<file path="src/rtl/vga_vram_arbiter.sv">
// Arbitrates one single-port text VRAM between the Avalon-MM slave and the
// display glyph fetcher; display has priority, a starvation counter bounds CPU delay.
module vga_vram_arbiter #(
    parameter int ADDR_W   = 10,
    parameter int DEPTH    = 601,
    parameter int MAX_WAIT = 4
) (
    input  logic              CLK,
    input  logic              RESET_N,
    input  logic              AVL_CS,
    input  logic              AVL_READ,
    input  logic              AVL_WRITE,
    input  logic [3:0]        AVL_BYTE_EN,
    input  logic [ADDR_W-1:0] AVL_ADDR,
    input  logic [31:0]       AVL_WRITEDATA,
    output logic [31:0]       AVL_READDATA,
    output logic              AVL_WAITREQUEST,
    input  logic              DISP_REQ,
    input  logic [ADDR_W-1:0] DISP_ADDR,
    output logic              DISP_ACK,
    output logic              DISP_VALID,
    output logic [31:0]       DISP_DATA,
    output logic [ADDR_W-1:0] RAM_ADDR,
    output logic              RAM_WE,
    output logic [3:0]        RAM_BE,
    output logic [31:0]       RAM_WDATA,
    input  logic [31:0]       RAM_RDATA
);

    localparam int ST_W = $clog2(MAX_WAIT + 1);
    localparam logic [ADDR_W:0]   DEPTH_C   = (ADDR_W + 1)'(DEPTH);
    localparam logic [ST_W-1:0]   STARVE_MAX = ST_W'(MAX_WAIT);

    typedef enum logic {IDLE, RD_RET} state_t;

    state_t          r_state;
    logic [ST_W-1:0] r_starve;
    logic            r_rd_done;
    logic            r_avl_oor;
    logic            r_disp_oor;
    logic            r_disp_valid;
    logic [31:0]     r_rdata;

    logic w_avl_req;
    logic w_avl_p;
    logic w_starved;
    logic w_grant_avl;
    logic w_grant_disp;
    logic w_avl_in;
    logic w_disp_in;
    logic w_completing;

    assign w_avl_req = AVL_CS & (AVL_READ | AVL_WRITE);
    // The cycle after RD_RET hands back read data; it must not start a new access.
    assign w_avl_p   = w_avl_req & (r_state == IDLE) & ~r_rd_done;
    assign w_starved = (r_starve == STARVE_MAX);
    assign w_avl_in  = ({1'b0, AVL_ADDR}  < DEPTH_C);
    assign w_disp_in = ({1'b0, DISP_ADDR} < DEPTH_C);

    assign w_grant_avl  = RESET_N & w_avl_p & (~DISP_REQ | w_starved);
    assign w_grant_disp = RESET_N & DISP_REQ & ~w_grant_avl;

    assign w_completing    = (w_grant_avl & AVL_WRITE) | r_rd_done;
    assign AVL_WAITREQUEST = ~RESET_N | (w_avl_req & ~w_completing);
    assign AVL_READDATA    = r_rdata;
    assign DISP_ACK        = w_grant_disp;
    assign DISP_VALID      = r_disp_valid;
    assign DISP_DATA       = r_disp_oor ? '0 : RAM_RDATA;

    always_comb begin
        RAM_ADDR  = '0;
        RAM_WE    = 1'b0;
        RAM_BE    = '0;
        RAM_WDATA = AVL_WRITEDATA;
        if (w_grant_avl && w_avl_in) begin
            RAM_ADDR = AVL_ADDR;
            if (AVL_WRITE) begin
                RAM_WE = 1'b1;
                RAM_BE = AVL_BYTE_EN;
            end
        end else if (w_grant_disp && w_disp_in) begin
            RAM_ADDR = DISP_ADDR;
        end
    end

    always_ff @(posedge CLK or negedge RESET_N) begin
        if (!RESET_N) begin
            r_state      <= IDLE;
            r_starve     <= '0;
            r_rd_done    <= 1'b0;
            r_avl_oor    <= 1'b0;
            r_disp_oor   <= 1'b0;
            r_disp_valid <= 1'b0;
            r_rdata      <= '0;
        end else begin
            r_rd_done    <= 1'b0;
            r_disp_valid <= w_grant_disp;
            r_disp_oor   <= ~w_disp_in;

            if (w_grant_avl) begin
                r_starve <= '0;
            end else if (w_avl_p && !w_starved) begin
                r_starve <= r_starve + 1'b1;
            end

            case (r_state)
                IDLE: begin
                    if (w_grant_avl && !AVL_WRITE) begin
                        r_state   <= RD_RET;
                        r_avl_oor <= ~w_avl_in;
                    end
                end
                RD_RET: begin
                    r_rdata   <= r_avl_oor ? '0 : RAM_RDATA;
                    r_rd_done <= 1'b1;
                    r_state   <= IDLE;
                end
                default: r_state <= IDLE;
            endcase
        end
    end

endmodule

</file>
<file path="config.mk">
export PLATFORM = sky130hd
export DESIGN_NAME = vga_vram_arbiter
export DESIGN_NICKNAME = d
export VERILOG_FILES = /design/src/rtl/vga_vram_arbiter.sv
export SDC_FILE = /design/constraint.sdc
export NUM_CORES = 1
export LEC_CHECK = 0
export CORE_ASPECT_RATIO = 1.25
export CORE_UTILIZATION = 28
export CTS_CLUSTER_DIAMETER = 120
export DETAILED_ROUTE_END_ITERATION = 8
export GPL_TIMING_DRIVEN = 0
export PLACE_DENSITY = 0.77
export SLEW_MARGIN = 20
export SYNTH_ARGS = -nofsm -noshare
export SYNTH_HDL_FRONTEND = slang
export SYNTH_SLANG_ARGS = --single-unit
</file>
<file path="constraint.sdc">
create_clock -name CLK -period 1.95 [get_ports CLK]
set_clock_uncertainty 0.1 [all_clocks]
set_input_delay 0.39 -clock CLK [delete_from_list [all_inputs] [get_ports CLK]]
set_output_delay 0.39 -clock CLK [all_outputs]
set_load 0.01 [all_outputs]
</file>
# After elaboration in Yosys (flattened, before gate mapping)
# Index checks and enable logic that the tools add are counted.
dict set report op_classes {
  n_addsub 1
  n_lt_le_gt_ge 2
  n_eq_ne 1
  muxes 13
  bitwise_logic 21
  reduce_logical 8
}
# operator count
set ops {}
lappend ops {{two-way mux 32 bit} 2}
lappend ops {{< comparator 10 bit, second input constant} 2}
lappend ops {{two-way mux 10 bit} 2}
lappend ops {{AND 1 bit} 9}
lappend ops {{two-way mux 4 bit} 2}
lappend ops {{NOT 1 bit} 8}
lappend ops {{two-way mux 3 bit} 2}
lappend ops {{logical AND 1 bit} 4}
lappend ops {{two-way mux 1 bit} 4}
lappend ops {{OR 1 bit} 4}
lappend ops {{adder 3 x 1 -> 3 bit, second input constant} 1}
lappend ops {{equality test 3 bit, second input constant} 1}
lappend ops {{zero test 1 bit} 2}
lappend ops {{case mux 1 bit (2 select lines)} 1}
lappend ops {{AND reduction 2 bit} 1}
lappend ops {{nonzero test 2 bit} 1}
dict set report word_totals {
  register_bits 40
  inputBits 94
  output_inout_bits 114
  wordCells 53
}

# Longest topological paths before layout
# Gate-level depths: netlist of the first run.
dict set report logic_depth {
  depth_word 11
  mapped_depth 7
  mapped_depth_nobuf 6
}

# Least setup slack after synthesis of the first run
# No wires, ideal clock.
dict set report synth_timing {
  path_kind {register to output}
  from {register r_state}
  to {output port RAM_BE[0]}
  arrival_ns 1.667
  t_required_ns 1.460
  setup_slack_ns -0.207
  path_stages_with_launch 6
  path_buffers 2
  cell_sequence {dfrtp_1 buf_6 or4_4 nor3_4 buf_6 and3_1}
}
dict set report synth_via {
  elab_chain_cells 7
}
# element line
set synth_rtl {}
lappend synth_rtl {{start: declaration} 36} ;# state_t r_state;
lappend synth_rtl {{start signal: assignment} 88} ;# r_state <= IDLE;
lappend synth_rtl {{start signal: assignment} 109} ;# r_state <= RD_RET;
lappend synth_rtl {{start signal: assignment} 116} ;# r_state <= IDLE;
lappend synth_rtl {{NOT 1 bit} --}
lappend synth_rtl {{AND 1 bit (2 in a row)} 55} ;# assign w_avl_p = w_avl_req & (r_state == IDLE) & ~r_rd_done;
lappend synth_rtl {{AND 1 bit (2 in a row)} 60} ;# assign w_grant_avl = RESET_N & w_avl_p & (~DISP_REQ | w_starved);
lappend synth_rtl {{logical AND 1 bit} 75} ;# if (w_grant_avl && w_avl_in) begin
lappend synth_rtl {{two-way mux 4 bit} 75}
lappend synth_rtl {{end: declaration} 25} ;# output logic [3:0] RAM_BE,
# Every way passes these cells.

# Worst setup path after layout of the first run
dict set report layout_timing {
  from {input port AVL_ADDR[0]}
  to {output port RAM_ADDR[8]}
}
dict set report layout_via {
  elab_chain_cells 3
}
# element line
set layout_rtl {}
lappend layout_rtl {{start: declaration} 14} ;# input logic [ADDR_W-1:0] AVL_ADDR,
lappend layout_rtl {{< comparator 10 bit} 57} ;# assign w_avl_in = ({1'b0, AVL_ADDR} < DEPTH_C);
lappend layout_rtl {{logical AND 1 bit} 75}
lappend layout_rtl {{two-way mux 10 bit} 75}
lappend layout_rtl {{end: declaration} 23} ;# output logic [ADDR_W-1:0] RAM_ADDR,
# Every way passes these cells.

==> results of run 1 <==
==> registers in the layout, indices dropped and copies added, names as in the netlist <==
name and cells:
AVL_READDATA 32, DISP_VALID 1, r_avl_oor 1, r_disp_oor 1, r_rd_done 1, r_starve 3, r_state 1
==> cells by family (layout without fill, tap and decap cells) <==
group	count (synthesis)	in the layout	synth area share, %
flops	40	40	43.5
simple gates	86	86	20.1
fa+ha+maj	2	2	1.09
buf+inv	81	284	19.1
mux	1	1	0.490
compound gates	59	59	15.6
==> per-stage QoR <==
stage	cell area (um2)	cells	util [%]	hold WS, ns	power, mW
floorplan	2330	269	-	-0.00559	1.93
global placement	4200	539	53.3	0.280	2.93
detailed placement	4210	540	53.4	0.284	2.98
CTS	4440	563	56.4	0.0777	3.74
global route	4520	567	57.4	0.0863	4.00
finish	4520	567	57.4	0.0857	3.74
==> layer usage <==
metal	vias to the layer above	share of wire [%]	global-route usage [%]
met5	-	0	0
met4	0	1.1	4.24
li1	1240	-	-
met1	1183	37	17.9
met3	7	8.2	4.84
met2	146	54	35.6
==> Yosys cell counts <==
library cell                n  share of area, %
sky130_fd_sc_hd__inv_1     38               6.2
sky130_fd_sc_hd__and3_1     4               1.1
sky130_fd_sc_hd__clkbuf_1   9               1.5
sky130_fd_sc_hd__nand4_1    2              0.54
sky130_fd_sc_hd__dfrtp_1   40                44
sky130_fd_sc_hd__a211oi_1   2              0.65
sky130_fd_sc_hd__nor4_2     1              0.54
sky130_fd_sc_hd__mux2_2     1              0.49
sky130_fd_sc_hd__nor2_1     2              0.33
sky130_fd_sc_hd__or4_4      1              0.49
sky130_fd_sc_hd__nand2_1   35               5.7
sky130_fd_sc_hd__a22o_1    10               3.8
sky130_fd_sc_hd__nor3b_1    1              0.33
sky130_fd_sc_hd__nor3_1     3              0.65
sky130_fd_sc_hd__nand2b_1   1              0.27
sky130_fd_sc_hd__a311oi_1   2              0.76
sky130_fd_sc_hd__nor2b_1   33               9.0
sky130_fd_sc_hd__o22ai_1    3              0.82
sky130_fd_sc_hd__nor3_4     1              0.71
sky130_fd_sc_hd__buf_4     32                10
sky130_fd_sc_hd__and2_1     1              0.27
sky130_fd_sc_hd__buf_6      2              0.98
sky130_fd_sc_hd__a21oi_1    2              0.44
sky130_fd_sc_hd__a21bo_2    1              0.44
sky130_fd_sc_hd__a31oi_1    1              0.27
sky130_fd_sc_hd__o21ai_0   37               8.1
sky130_fd_sc_hd__nand3_1    1              0.22
sky130_fd_sc_hd__ha_1       2               1.1
sky130_fd_sc_hd__o41ai_1    1              0.38
==> worst max-delay path by stage <==
stage                             end  slack, ns  depth (start not counted)
after CTS                 RAM_ADDR[5]      -0.64                          6
final                     RAM_ADDR[8]      -0.47                          7
after floorplan             RAM_BE[0]      -0.13                          5
after global placement    RAM_ADDR[5]      -2.52                          5
after global routing      RAM_ADDR[4]      -0.57                          7
after detailed placement    RAM_BE[0]      -1.28                          7
==> cell type report <==
cell class | count | area share (%)
Clock buffer | 6 | 1.60
Timing Repair Buffer | 196 | 41.1
Tap cell | 95 | 2.63
Multi-Input combinational cell | 148 | 21.9
Clock inverter | 2 | 0.775
Inverter | 38 | 3.15
Sequential cell | 40 | 22.1
Buffer | 42 | 6.78
==> what timing repair did <==
action                     CTS  global route
pin swaps                   11            11
gates cloned                 1             0
hold endpoints to repair    16             0
setup endpoints to repair   50            52
buffers inserted            13             6
hold buffers                 1             0
gates resized for setup    136            28
==> where the power goes <==
group	internal (mW)	switching (mW)	leakage, nW
sequential	1.14	0.188	0.502
clock	0.380	0.276	0.0552
combinational	1.02	0.736	1.59
total	2.54	1.20	2.14
==> results.ini, run 1 <==
[global_routing]
global_route.overflow_total = 0
grt_antenna_before_repair = 0
first_global_vias = 2607
grt.total_usage_pct = 17.6
wire_length_of_the_first_global_routing_pass_um = 12200
grt_max_degree = 25

[setup_path]
reg2regPathDepth = 4
critical_path.max_stage_delay_ns = 0.43
worstReg2RegStart = r_rd_done
timing.critical_path.max_delay_family = buffers and inverters
worst-endpoint-arrival_ns = 1.93
worst-setup-path-type = in -> out
regToRegSetupSlack_ns = 0.09
critPathSlowestCell = sky130_fd_sc_hd__clkdlybuf4s50_1
worst_setup_path_end_kind = output pin
timing.critical_path.buf_inv = 3
worstReg2RegEnd = r_avl_oor
peak_fanout_along_the_critical_path = 5
crit_path_start = AVL_ADDR[0]
path_cells = clkdlybuf4s50_1 > nor3_1 > o22ai_2 > nor3_4 > buf_6 > a22o_1 > buf_2
critPathRequiredTime_ns = 1.46
start_kind = primary input

[drt]
detail-route-antenna-nets = 0
dr.first_iter.drc_count = 65
via_per_instance_ratio = 4.54
route.vias.total = 2576
detailedRoute.firstPassIterationCount = 4
detail_route.wl_per_cell_um = 13.7
totalWireLength_um = 7760
drc_markers = 0

[pwr]
power_per_cell_area_nw_per_um2 = 826
p_leak_nw = 2.14
worst_ir_drop_vdd_mv = 0.536

[sta]
relSlewSlack_pct = 48.6
final_max_slew_viol_count = 0
period_minus_slack_ns = 2.42
final_critical_path_setup_slack_ns = -0.465
setup_tns_ns = -7.11
fmaxAchievable_ghz = 0.414
finalSetupViolCount = 17
final-hold-violation-count = 0
worst-slew-pin-transition_ns = 0.768
rsz0062_at_grt = true
post-route-period-util_pct = 124

[floorplanning]
row_count = 36
dieWidth_um = 83.0
design.portCount = 208
floorplan.die_area_um2 = 8580
core_um2 = 7880
floorplan.initialDensity_pct = 29.2
die_h_um = 103

[finish]
layout-area-overhead-vs-synth_pct = 96.8
net_count_final = 567
num-fill-cells = 740
total_area_of_multi_input_combinational_cells_um2 = 988
layout_common_cells = 116 x sky130_fd_sc_hd__clkdlybuf4s50_1, 46 x sky130_fd_sc_hd__buf_4, 40 x sky130_fd_sc_hd__dfrtp_1
antenna_cells = 0
final_common_cell = sky130_fd_sc_hd__clkdlybuf4s50_1
drive_above_1_share_pct = 23.5
regArea_um2 = 1000

[logic_synthesis]
syn-mean-instance-area_um2 = 8.54
mappedNetlistArea_um2 = 2300
yosysWarningCount = 0
synthesis.nets = 365
synthCells = 269
ys_seq_elements = 40
synth_sequential_area_ratio_pct = 43.5
ys_types = 29

[clocking]
worst_setup_hold_path_clk_slew_ns = 0.08
clock_path_buffers = 2
clkLatencyLatePin_ns = 0.28
tritoncts = done
cts_max_level = 2
clock-sinks = 40
number_of_clock_buffers_inserted_by_tritoncts = 5
cts-root-buf = sky130_fd_sc_hd__clkbuf_8

[placed_design]
hpwl_um = 5950
routability_congestion_estimate = 0.735
detailedPlace.worstSlack_ns = -1.28
place.port_buffers = 175

[status]
failed_checks = setup timing
status = finished, violations left

[min_path]
hold_path.class = in -> async

[flow_run]
max_cap_viol_count = 0

No activity file was read; power rests on OpenSTA's default activity.
==> run 2, diff against run 1 <==
CORE_MARGIN = 2   (was not set)
==> results.ini, run 2 (synthesized netlist as in run 1, its figures left out) <==
[status]
status = finished, violations left
failed_checks = setup timing

[floorplanning]
die_h_um = 105
row_count = 36
floorplan.die_area_um2 = 8950
floorplan.initialDensity_pct = 29.2
design.portCount = 208
core_um2 = 7880
dieWidth_um = 85.0

[setup_path]
peak_fanout_along_the_critical_path = 7
start_kind = flop
reg2regPathDepth = 5
worstReg2RegEnd = r_avl_oor
worst_setup_path_end_kind = output pin
critPathRequiredTime_ns = 1.46
worst-endpoint-arrival_ns = 2.08
worstReg2RegStart = r_state
worst-setup-path-type = reg -> out
regToRegSetupSlack_ns = 0.08

[finish]
num-fill-cells = 732
number_of_flip_flops_under_the_largest_register_name = 32
antenna_cells = 0
drive_above_1_share_pct = 24.6
share_of_the_core_filled_with_cells_pct = 56.6
layout-area-overhead-vs-synth_pct = 94.1
total_area_of_multi_input_combinational_cells_um2 = 995
layout_common_cells = 122 x sky130_fd_sc_hd__clkdlybuf4s50_1, 45 x sky130_fd_sc_hd__buf_4, 39 x sky130_fd_sc_hd__dfrtp_1
final_non_filler_cell_total = 566
regArea_um2 = 1000
net_count_final = 567
final_common_cell = sky130_fd_sc_hd__clkdlybuf4s50_1

[clocking]
tritoncts = done
cts_max_level = 2
number_of_clock_buffers_inserted_by_tritoncts = 5
clock_path_buffers = 2
clock-sinks = 40
cts-root-buf = sky130_fd_sc_hd__clkbuf_8
clkLatencyLatePin_ns = 0.28
worst_setup_hold_path_clk_slew_ns = 0.08

[drt]
detailedRoute.firstPassIterationCount = 4
dr.first_iter.drc_count = 54
drc_markers = 0
route.vias.total = 2593
via_per_instance_ratio = 4.58
detail_route.wl_per_cell_um = 14.7
totalWireLength_um = 8330
detail-route-antenna-nets = 0

[flow_run]
max_cap_viol_count = 0

[placed_design]
hpwl_um = 6540
placed_cell_count = 540
routability_congestion_estimate = 0.750
place.port_buffers = 175

[sta]
final_critical_path_setup_slack_ns = -0.625
period_minus_slack_ns = 2.57
post-route-period-util_pct = 132
final-hold-violation-count = 0
relSlewSlack_pct = 58.0
rsz0062_at_grt = true
final_max_slew_viol_count = 0
fmaxAchievable_ghz = 0.388
worst-slew-pin-transition_ns = 0.628
finalSetupViolCount = 17

[global_routing]
grt_max_degree = 29
wire_length_of_the_first_global_routing_pass_um = 13200
grt.total_usage_pct = 18.4
first_global_vias = 2730
grt_antenna_before_repair = 0
global_route.overflow_total = 0

[pwr]
p_leak_nw = 2.07
power_per_cell_area_nw_per_um2 = 813
worst_ir_drop_vdd_mv = 0.446

[min_path]
hold_path.class = in -> async

==> run 2: cell types whose count changed in the layout (fill, tap and decap cells not counted), moves of 2 or more <==
cell / delta
sky130_fd_sc_hd__o22ai_2: -2
sky130_fd_sc_hd__clkbuf_2: +6
sky130_fd_sc_hd__dlymetal6s2s_1: -6
sky130_fd_sc_hd__dlygate4sd2_1: -6
sky130_fd_sc_hd__o22ai_1: +2
sky130_fd_sc_hd__buf_2: +2
sky130_fd_sc_hd__clkdlybuf4s50_1: +6
==> run 2: repair_timing <==
action                                  CTS  global route
resized for setup                       142            30
endpoints found under the hold margin    12             0
hold buffers                              1             0
endpoints found under the setup margin   50            58
buffers inserted                         16             2
pin swaps                                11             8
gates cloned                              1             0
==> run 2: worst max-delay path, stage by stage, from the launching register on <==
cell and delay (ns):
sky130_fd_sc_hd__dfrtp_1 0.40, sky130_fd_sc_hd__buf_6 0.12, sky130_fd_sc_hd__buf_6 0.10, sky130_fd_sc_hd__buf_6 0.11, sky130_fd_sc_hd__nor4_4 0.37, sky130_fd_sc_hd__a311oi_2 0.15
sky130_fd_sc_hd__buf_4 0.19, sky130_fd_sc_hd__a22o_1 0.21, sky130_fd_sc_hd__buf_2 0.15
==> run 2: cell type report <==
cell class / instances / area share [%]
inverter: 38 / 3.20
buffer: 43 / 7.26
clock buffer: 6 / 1.63
tap: 95 / 2.66
sequential: 40 / 22.5
multi-input combinational: 148 / 22.3
timing repair buffer: 195 / 40.4
clock inverter: 1 / 0.112
==> run 2: where the power goes <==
group	switching (mW)	internal (mW)	total [mW]	leakage, nW
Combinational	0.752	1.01	1.77	1.53
Sequential	0.202	1.14	1.34	0.501
Clock	0.273	0.243	0.517	0.0410
Total	1.23	2.40	3.63	2.07
==> run 2: metal layers <==
layer	GRT usage (%)	vias up	routed length, um
li1	-	1239	-
met1	19.2	1194	2940
met2	35.7	155	4490
met3	4.93	5	828
met4	4.20	0	68
met5	0	-	0
==> run 2: metrics by stage <==
stage	total power [mW]	cell area, um2	setup TNS (ns)	hold slack (ns)	worst slack [ns]
finish	3.63	4460	-9.28	0.107	-0.625
global route	3.89	4460	-10.99	0.0964	-0.730
CTS	3.65	4460	-9.92	0.0969	-0.649
detailed placement	3.00	4210	-24.02	0.239	-1.29
global placement	2.94	4200	-78.89	0.280	-2.47
floorplan	1.93	2330	-1.22	-0.00559	-0.130
==> run 2: worst max-delay path by stage <==
stage / slack, ns / to / depth (start not counted) / start
3_3_place_gp: -2.47 / RAM_ADDR[5] / 5 / RESET_N
3_5_place_dp: -1.29 / RAM_ADDR[5] / 7 / AVL_WRITE
5_1_grt: -0.73 / RAM_ADDR[5] / 8 / r_state
2_1_floorplan: -0.13 / RAM_BE[0] / 5 / r_state
6_report: -0.62 / RAM_ADDR[5] / 8 / r_state
4_1_cts: -0.65 / RAM_ADDR[5] / 6 / r_state
==> run 3, diff against run 2 <==
CTS_BUF_LIST = sky130_fd_sc_hd__clkbuf_16   (was not set)
CTS_CLUSTER_DIAMETER = not set   (was 120)
==> results.ini, run 3 (synthesized netlist as in run 1, its figures left out) <==
[setup_path]
regToRegSetupSlack_ns = 0.08
start_kind = flop
crit_path_start = r_state
worst-endpoint-arrival_ns = 2.08
worst-setup-path-type = reg -> out
critPathCapture = RAM_ADDR[5]
peak_fanout_along_the_critical_path = 7
worstReg2RegStart = r_state
worstReg2RegEnd = r_avl_oor
critPathRequiredTime_ns = 1.46
worst_setup_path_end_kind = output pin
reg2regPathDepth = 5

[finish]
number_of_flip_flops_under_the_largest_register_name = 32
share_of_the_core_filled_with_cells_pct = 57.5
layout-area-overhead-vs-synth_pct = 97.2
num-fill-cells = 723
net_count_final = 567
layout_common_cells = 122 x sky130_fd_sc_hd__clkdlybuf4s50_1, 45 x sky130_fd_sc_hd__buf_4, 39 x sky130_fd_sc_hd__dfrtp_1
final_common_cell = sky130_fd_sc_hd__clkdlybuf4s50_1
antenna_cells = 0
final_non_filler_cell_total = 566
drive_above_1_share_pct = 24.8

[sta]
relSlewSlack_pct = 57.9
fmaxAchievable_ghz = 0.388
final_max_slew_viol_count = 0
finalSetupViolCount = 17
post-route-period-util_pct = 132
period_minus_slack_ns = 2.57
final-hold-violation-count = 0
setup_tns_ns = -9.14
rsz0062_at_grt = true
final_critical_path_setup_slack_ns = -0.625
worst-slew-pin-transition_ns = 0.629

[clocking]
tritoncts = done
worst_setup_hold_path_clk_slew_ns = 0.06
clkLatencyLatePin_ns = 0.27
clock_path_buffers = 2
clock-sinks = 40
cts-root-buf = sky130_fd_sc_hd__clkbuf_16
cts_max_level = 2
number_of_clock_buffers_inserted_by_tritoncts = 5

[min_path]
hold_path.class = in -> async

[drt]
route.vias.total = 2587
drc_markers = 0
dr.first_iter.drc_count = 52
detail_route.wl_per_cell_um = 14.8
detail-route-antenna-nets = 0
detailedRoute.firstPassIterationCount = 4
totalWireLength_um = 8360
via_per_instance_ratio = 4.57

[global_routing]
grt_util_met1_pct = 19.1
global_route.overflow_total = 0
grt.total_usage_pct = 18.4
busiest_layer = met2
first_global_vias = 2736
use_met2_pct = 35.8
wire_length_of_the_first_global_routing_pass_um = 13200
grt_max_degree = 29
grt_antenna_before_repair = 0
grt_util_met3_pct = 4.70

[status]
failed_checks = setup timing
status = finished, violations left

[placed_design]
hpwl_um = 6540
place.port_buffers = 175
routability_congestion_estimate = 0.750
placed_cell_count = 540

[pwr]
worst_ir_drop_vdd_mv = 0.520
p_leak_nw = 2.10
power_per_cell_area_nw_per_um2 = 855

[floorplanning]
core_um2 = 7880
dieWidth_um = 85.0
die_h_um = 105
floorplan.initialDensity_pct = 29.2
row_count = 36
design.portCount = 208
floorplan.die_area_um2 = 8950

[flow_run]
max_cap_viol_count = 0

## run 3: changes by cell type in the layout (fill, tap and decap cells not counted)
| cell | previous run | this run |
|---|---|---|
| sky130_fd_sc_hd__clkbuf_16 | 0 | 5 |
| sky130_fd_sc_hd__clkbuf_8 | 7 | 2 |
| sky130_fd_sc_hd__dlygate4sd2_1 | 24 | 26 |
| sky130_fd_sc_hd__a211oi_1 | 1 | 0 |
| sky130_fd_sc_hd__a211oi_2 | 1 | 2 |
| sky130_fd_sc_hd__buf_2 | 14 | 13 |
| sky130_fd_sc_hd__clkbuf_1 | 4 | 3 |
| sky130_fd_sc_hd__clkdlybuf4s15_1 | 2 | 1 |
| sky130_fd_sc_hd__inv_1 | 35 | 36 |
| sky130_fd_sc_hd__o22ai_1 | 3 | 2 |
| sky130_fd_sc_hd__o22ai_2 | 0 | 1 |
## run 3: timing repair
| item | 4_1_cts | 5_1_grt |
|---|---|---|
| cloned | 1 | 0 |
| pin swaps | 11 | 8 |
| buffers inserted | 16 | 2 |
| endpoints found under the setup margin | 50 | 55 |
| endpoints found under the hold margin | 12 | 0 |
| gates resized for setup | 142 | 28 |
| hold buffers | 1 | 0 |
## run 3: critical path: stages, from the launching register on
cell	delay [ns]
sky130_fd_sc_hd__dfrtp_1	0.39
sky130_fd_sc_hd__buf_6	0.12
sky130_fd_sc_hd__buf_6	0.10
sky130_fd_sc_hd__buf_6	0.11
sky130_fd_sc_hd__nor4_4	0.39
sky130_fd_sc_hd__a311oi_2	0.15
sky130_fd_sc_hd__buf_4	0.19
sky130_fd_sc_hd__a22o_1	0.21
sky130_fd_sc_hd__buf_2	0.15
## run 3: layer usage
layer | routed length (um) | share of wire, % | vias to the layer above
li1 | - | - | 1241
met4 | 76 | 0.91 | 0
met1 | 2910 | 35 | 1184
met2 | 4550 | 54 | 156
met3 | 827 | 9.9 | 6
met5 | 0 | 0 | -
## run 3: worst min path at each step
stage          startpoint          endpoint  depth (start not counted)
6_report          RESET_N   AVL_READDATA[2]                          2
5_1_grt           RESET_N   AVL_READDATA[4]                          2
4_1_cts           RESET_N  AVL_READDATA[28]                          2
3_5_place_dp      RESET_N  AVL_READDATA[21]                          1
3_3_place_gp      r_state         r_rd_done                          0
2_1_floorplan     RESET_N   AVL_READDATA[0]                          0
## run 3: final cells by class
| cell class | count | area, um2 | area share [%] |
|---|---|---|---|
| timing repair buffer | 195 | 1800 | 39.8 |
| inverter | 38 | 143 | 3.15 |
| buffer | 43 | 324 | 7.15 |
| clock inverter | 2 | 8.76 | 0.193 |
| sequential | 40 | 1000 | 22.1 |
| tap | 95 | 119 | 2.62 |
| clock buffer | 5 | 125 | 2.76 |
| multi-input combinational | 148 | 1010 | 22.2 |
## run 3: through the flow
step	cell area (um2)	power, mW	hold WS (ns)	setup WS [ns]
final	4530	3.87	0.118	-0.625
after global routing	4530	4.14	0.121	-0.722
after CTS	4520	3.89	0.115	-0.627
after detailed placement	4210	3.00	0.239	-1.29
after global placement	4200	2.94	0.280	-2.47
after floorplan	2330	1.93	-0.00559	-0.130
## run 3: power by group
part / switching [mW] / internal, mW
clock network: 0.296 / 0.459
registers: 0.204 / 1.14
logic: 0.755 / 1.02
